[config.mk]
export PLATFORM = sky130hd
export DESIGN_NAME = reg_file_param
export DESIGN_NICKNAME = d
export VERILOG_FILES = /design/src/rtl/reg_file_param.sv
export SDC_FILE = /design/constraint.sdc
export NUM_CORES = 1
export LEC_CHECK = 0
export BUFFER_PORTS_ARGS = -buffer_cell sky130_fd_sc_hd__buf_2
export CAP_MARGIN = 5
export CORE_MARGIN = 5
export CORE_UTILIZATION = 55
export CTS_CLUSTER_DIAMETER = 60
export DETAILED_ROUTE_END_ITERATION = 12
export GPL_ROUTABILITY_DRIVEN = 0
export PLACE_DENSITY = 0.74
export RECOVER_POWER = 50
export REMOVE_ABC_BUFFERS = 1
export SLEW_MARGIN = 15
export SYNTH_ARGS = -nofsm -noshare
export SYNTH_HDL_FRONTEND = slang
export SYNTH_SLANG_ARGS = --single-unit
[constraint.sdc]
create_clock -name Clk -period 4.2 [get_ports Clk]
set_input_delay 0 -clock Clk [delete_from_list [all_inputs] [get_ports Clk]]
set_output_delay 0 -clock Clk [all_outputs]
set_load 0.05 [all_outputs]
[src/rtl/reg_file_param.sv]
// rtl/reg_file_param.sv - parametrised MIPS register file with post-reset clear sweep
// Optional write-first forwarding when REGMEM_BYPASS_EN is defined.
module reg_file_param #(
    parameter int DATA_W   = 32,
    parameter int ADDR_W   = 5,
    parameter int DEPTH    = 32,
    parameter int NUM_RD   = 2,
    parameter int ZERO_REG = 1
) (
    input  logic                       Clk,
    input  logic                       Rst_n,
    input  logic                       RegWrite,
    input  logic [ADDR_W-1:0]          WriteReg,
    input  logic [DATA_W-1:0]          WriteData,
    input  logic [NUM_RD*ADDR_W-1:0]   ReadReg,
    output logic [NUM_RD*DATA_W-1:0]   ReadData,
    output logic                       Ready,
    output logic                       WrDrop
);

    typedef enum logic {INIT, RUN} state_e;

    localparam logic [ADDR_W:0]   DEPTH_X  = (ADDR_W+1)'(DEPTH);
    localparam logic [ADDR_W-1:0] LAST_IDX = ADDR_W'(DEPTH - 1);

    state_e             state_q, state_d;
    logic [ADDR_W-1:0]  clr_idx_q, clr_idx_d;
    logic               wr_drop_q, wr_drop_d;
    logic [DATA_W-1:0]  mem [DEPTH];

    logic wr_in_range;
    logic wr_zero;
    logic wr_commit;

    function automatic logic in_range(input logic [ADDR_W-1:0] a);
        return {1'b0, a} < DEPTH_X;
    endfunction

    function automatic logic is_zero_reg(input logic [ADDR_W-1:0] a);
        return (ZERO_REG != 0) && (a == '0);
    endfunction

    always_comb begin
        wr_in_range = in_range(WriteReg);
        wr_zero     = is_zero_reg(WriteReg);
        wr_commit   = (state_q == RUN) && RegWrite && wr_in_range && !wr_zero;
    end

    always_comb begin
        state_d   = state_q;
        clr_idx_d = clr_idx_q;
        wr_drop_d = 1'b0;
        case (state_q)
            INIT: begin
                clr_idx_d = clr_idx_q + ADDR_W'(1);
                wr_drop_d = RegWrite;
                if (clr_idx_q == LAST_IDX) begin
                    state_d   = RUN;
                    clr_idx_d = '0;
                end
            end
            RUN: begin
                // Zero-register writes are a legal discard and stay silent.
                wr_drop_d = RegWrite && !wr_in_range;
            end
            default: state_d = INIT;
        endcase
    end

    always_ff @(posedge Clk or negedge Rst_n) begin
        if (!Rst_n) begin
            state_q   <= INIT;
            clr_idx_q <= '0;
            wr_drop_q <= 1'b0;
        end else begin
            state_q   <= state_d;
            clr_idx_q <= clr_idx_d;
            wr_drop_q <= wr_drop_d;
        end
    end

    // Array has no reset; the INIT sweep is what makes its contents defined.
    always_ff @(posedge Clk) begin
        if (state_q == INIT) begin
            mem[clr_idx_q] <= '0;
        end else if (wr_commit) begin
            mem[WriteReg] <= WriteData;
        end
    end

    for (genvar i = 0; i < NUM_RD; i++) begin : g_rd
        logic [ADDR_W-1:0] ra;
        logic [DATA_W-1:0] rd;

        always_comb begin
            ra = ReadReg[i*ADDR_W +: ADDR_W];
            rd = '0;
            if ((state_q == RUN) && in_range(ra) && !is_zero_reg(ra)) begin
`ifdef REGMEM_BYPASS_EN
                if (wr_commit && (WriteReg == ra)) begin
                    rd = WriteData;
                end else begin
                    rd = mem[ra];
                end
`else
                rd = mem[ra];
`endif
            end
        end

        assign ReadData[i*DATA_W +: DATA_W] = rd;
    end

    assign Ready  = (state_q == RUN);
    assign WrDrop = wr_drop_q;

endmodule
# --- After elaboration in Yosys (flattened, before gate mapping) ---
# Memory sizes are Yosys's and may differ from the RTL's.
# Cells that the tools add are included.
word_totals:
  ff_bits: 7
  latchBits: 0
  mem_bits_rw: 1024
  romBits: 0
  input_bits: 50
  n_memories: 1
mem_list:
  columns: ["name", "depth", "word_bits", "read_ports", "rd_clocked_by_memory_dff", "wr", "line", "rtl"]
  rows:
  - ["mem", 32, 32, 2, 0, 1, "29", "logic [DATA_W-1:0] mem [DEPTH];"]
op_classes:
  n_addsub: 1
  multipliers: 0
  div: 0
  order_cmp: 0
  eq_ne: 1
  shifts: 0
  mux: 13
  n_bitwise: 1
  reduce_logical: 11
op_table:
  columns: ["operator", "count"]
  rows:
  - ["32-bit 2-to-1 mux", 3]
  - ["32-bit OR reduction", 1]
  - ["5-bit logical NOT", 3]
  - ["5-bit 2-to-1 mux", 2]
  - ["1-bit 2-to-1 mux", 7]
  - ["5-bit by 1-bit adder with 5-bit output, second input constant", 1]
  - ["5-bit equality test, second input constant", 1]
  - ["1-bit logical AND", 4]
  - ["1-bit logical NOT", 3]
  - ["1-bit one-hot mux with 2 select lines", 1]
  - ["1-bit NOT", 1]

# --- Longest topological paths before layout ---
logic_depth:
  ltp_word: 8
  ltp_mapped: 8
  ltp_nobuf: 5

# --- Worst setup path before layout ---
# No wires, ideal clock.
synth_timing:
  path_kind: "flip-flop to flip-flop"
  start: "reg state_q, in the netlist Ready"
  end: "mem mem[11][0] (enable)"
  setup_ns: 0.501
  t_arrival_ns: 4.496
  t_required_ns: 3.699
  slack_ns: -0.797
  stages_incl_launch_ff: 6
  period_less_slack_ns: 4.997
  path_cell_list: "dfrtp_1 clkbuf_2 buf_2 and3_1 a21oi_2 nor4_1"
synth_via:
  elab_chain_len: 7
  word_cells_on_any_way: 9
  cone_classes: "mux: 6; reduce/logical: 3"
synth_rtl:
  columns: ["element", "line", "rtl"]
  rows:
  - ["start, declared", "26", "state_e state_q, state_d;"]
  - ["start signal, assigned", "76", "state_q <= state_d;"]
  - ["1-bit logical AND (2 in a row)", "46", "wr_commit = (state_q == RUN) && RegWrite && wr_in_range && !wr_zero;"]
  - ["1-bit 2-to-1 mux", "86", "end else if (wr_commit) begin"]
  - ["1-bit 2-to-1 mux", "84", "if (state_q == INIT) begin"]
  - ["1-bit 2-to-1 mux (implied by the code)", "87", "mem[WriteReg] <= WriteData;"]
  - ["32-bit OR reduction (no line)", null, null]
  - ["5-bit 2-to-1 mux (no line) or 1-bit 2-to-1 mux (tied branches)", null, null]
  - ["end, declared", "29", null]
# Several ways; a longest one is shown, not always the timed one.

# --- Worst setup path in the final report ---
layout_timing:
  start: "reg state_q, in the netlist Ready"
  end: "mem mem[7][31] (enable)"
# The elaborated chain is that of the path after synthesis.

==> results.sh <==
export IMPL_min_delay_start="WriteData[3]"
export IMPL_slowest_stage="nor3_1"
export IMPL_root_buffer="clkbuf_16"
export IMPL_die_w_um=306
export IMPL_cts_resized=0
export IMPL_dr_pass1_iters=5
export IMPL_crit_path_cell_trace="nand2_1 > nor3b_1 > a32oi_1 > nor3_1 > buf_4"
export IMPL_core_area_sq_um=86900
export IMPL_crit_path_max_fanout=26
export IMPL_ys_seq_area_frac=0.642
export IMPL_die_h_um=306
export IMPL_grt_setup_unrepaired="no"
export IMPL_ys_types=44
export IMPL_p_comb_frac=0.088
export IMPL_cp_arrival_ps=4350
export IMPL_seq_power_share=0.501
export IMPL_synth_largest_area_cell="edfxtp_1"
export IMPL_drc=0
export IMPL_crit_path_start_kind="flip-flop"
export IMPL_clkLatencyLatePin_ps=690
export IMPL_setup_viol=0
export IMPL_clk_pin_slew_ps=60
export IMPL_cts_htree_levels=3
export IMPL_switchingPower_mw=5.43
export IMPL_drv_slew=440
export IMPL_ir_drop_mv=0.321
export IMPL_synth_top_flop_cell="edfxtp_1"
export IMPL_routed_top_layer="met4"
export IMPL_port_buffers=115
export IMPL_vias_per_cell=7.33
export IMPL_p_per_area_nw_per_um2=423
export IMPL_hpwl_mm=87.6
export IMPL_syn_area_per_cell_sq_um=16.8
export IMPL_grt_pass1_vias=31200
export IMPL_antenna_found_initial=5
export IMPL_io_pins=116
export IMPL_slew_headroom=-0.716
export IMPL_yosysMostFrequentCell="edfxtp_1"
export IMPL_r2r_slack_ps=150
export IMPL_yosysWarnings=0
export IMPL_wire_per_inst_um=35.0
export IMPL_ctsLongestPathBuffers=3
export IMPL_critical_path_top_delay_family="simple AND/OR/NAND/NOR gates"
export IMPL_vias=30900
export IMPL_wl_met1_mm=52.7
export IMPL_grt_pass1_wl_mm=212
export IMPL_holdWs_ps=172
export IMPL_hold_violations=0
export IMPL_antenna_left=0
export IMPL_rr_worst_depth=5
export IMPL_crit_required_ps=4500
export IMPL_critical_path_endpoint_type="flip-flop"
export IMPL_first_iter_violations=4678
export IMPL_syn_inst=2869
export IMPL_fin_crit_ps=4050
export IMPL_cts_tree="built"
export IMPL_grt_usage=0.309
export IMPL_slowest_delay_ps=1470
export IMPL_r2r_start="Ready"
export IMPL_clock_sinks=1031
export IMPL_holdPathEnd="mem[4][3]"
export IMPL_place_ws_ps=544
export IMPL_r2r_end="mem[7][31]"
export IMPL_finalClockSkew_ps=25.4
export IMPL_p_int_mw=17.3
export IMPL_power_mw=22.7
export IMPL_met3_wirelength_mm=20.2
export IMPL_nets=3018
export IMPL_synthTopCellsByArea="edfxtp_1 (64%), mux4_2 (12%), mux2i_1 (11%)"
export IMPL_ys_ff_latch=1031
export IMPL_wl_met2_mm=67.2
export IMPL_synth_top_area_frac=0.638
export IMPL_fillers=6013
export IMPL_num_rows=108
export IMPL_hp_class="input pin to flip-flop"
export IMPL_leakage_nw=19.8
export IMPL_areaGrowthSynthToFinish_pct=11.4
export IMPL_outcome="complete, but fails checks"
export IMPL_fin_crit_sh=0.965
export IMPL_violations="max-capacitance violations, max-slew violations"
export IMPL_synth_edff_count=1024
export IMPL_switching_share=0.239
export IMPL_max_cap_viol_count=21
export IMPL_cts_buffers=106
export IMPL_async_reset_ff_frac=0.00679
export IMPL_dieArea_sq_um=93600
export IMPL_fin_ws_ps=147
export IMPL_synth_common_cells="edfxtp_1 (1024), mux2i_1 (518), mux4_2 (253)"
export IMPL_fmax_ghz=0.247
export IMPL_syn_area_sq_um=48200
export IMPL_drt_wl_total_mm=148
export IMPL_grt_overflow=0
export IMPL_min_path_cells=2
export IMPL_cp_num_buf_inv=1
export IMPL_crit_type="flip-flop to flip-flop"
export IMPL_tightest_slew_ps=2560
export IMPL_start_util=0.554
export IMPL_drive_gt1_frac=0.218
export IMPL_grt_start_max_net_pins=79
export IMPL_clkPwrFrac=0.411
power groups by stage:
stage               Clock [mW]  Combinational (mW)  Sequential, mW
global route              9.82                2.06            11.4
CTS                       9.33                1.97            11.4
global placement             0                1.91            11.6
detailed placement           0                1.96            11.6
floorplan                    0                1.05            11.6
finish                    9.33                1.99            11.4
layout by cell type (no fill, tap or decap), drive strengths merged, types with 3 or more instances in the layout:
cell	count
a21oi	57
a22o	41
a22oi	250
a31oi	45
a32oi	3
and2	41
and3	24
and4b	3
buf	196
bufinv	10
clkbuf	146
clkinv	56
dfrtp	7
dlygate4sd3	3
edfxtp	1024
inv	8
mux2i	518
mux4	253
nand2	73
nand3	141
nand4	66
nor2	39
nor2b	11
nor3	13
nor3b	3
nor4bb	3
o21ai	4
registers in the layout, summed over array words and instances, names as in the netlist:
signal	count
WrDrop	1
Ready	1
mem	1024
clr_idx_q	5
layer usage:
metal,vias up,GRT usage
met1,15700,0.425
met4,0,0.129
met2,2545,0.477
li1,12200,-
met3,499,0.0812
met5,-,0
worst register-to-register path: stages (launching register included):
cell	delay, ps
dfrtp_1	570
nand2_1	190
nor3b_1	390
a32oi_1	270
nor3_1	1470
buf_4	750
cells by family (layout without fill, tap and decap cells):
kind of cell	count (synthesis)	in the layout	share of synthesized area
multiplexers	773	773	0.226
other	0	2	0
flip-flops	1031	1031	0.642
buffers and inverters	234	421	0.0245
adder cells (fa/ha/maj)	2	2	0.000519
AO/OA/AOI/OAI	408	408	0.0609
AND/OR/NAND/NOR	421	421	0.0458
worst max path at each step:
| stage | start | to | slack, ps | depth (start not counted) |
|---|---|---|---|---|
| after floorplan | Ready | mem[11][0] | -1000 | 3 |
| after global placement | Ready | mem[14][29] | 740 | 5 |
| after detailed placement | Ready | mem[6][30] | 540 | 5 |
| after CTS | Ready | ReadData[62] | 370 | 6 |
| after global routing | Ready | mem[13][23] | 170 | 5 |
| final | Ready | mem[7][31] | 150 | 5 |
metrics by stage:
step            util  TNS (ps)  cells  cell area [sq um]
3_5_place_dp   0.580         0   4009              50400
3_3_place_gp   0.580         0   4009              50400
4_1_cts        0.620         0   4210              53800
5_1_grt        0.618         0   4211              53700
2_1_floorplan      -    -61780   2639              47000
6_report       0.618         0   4213              53700
repair_timing:
action	in CTS	in global routing
buffers inserted	0	0
hold buffers	3	0
hold endpoints to repair	8	0
cell type report:
cell class / instances / area [sq um] / area share
Inverter: 4 / 15.0 / 0.000280
Tap cell: 1155 / 1450 / 0.0269
Sequential cell: 1031 / 30900 / 0.576
Antenna cell: 2 / 5.00 / 0.0000933
Clock buffer: 126 / 2750 / 0.0512
Multi-Input combinational cell: 1604 / 16300 / 0.305
Clock inverter: 72 / 673 / 0.0125
Timing Repair Buffer: 219 / 1510 / 0.0281
No activity file was read; power rests on OpenSTA's default activity.
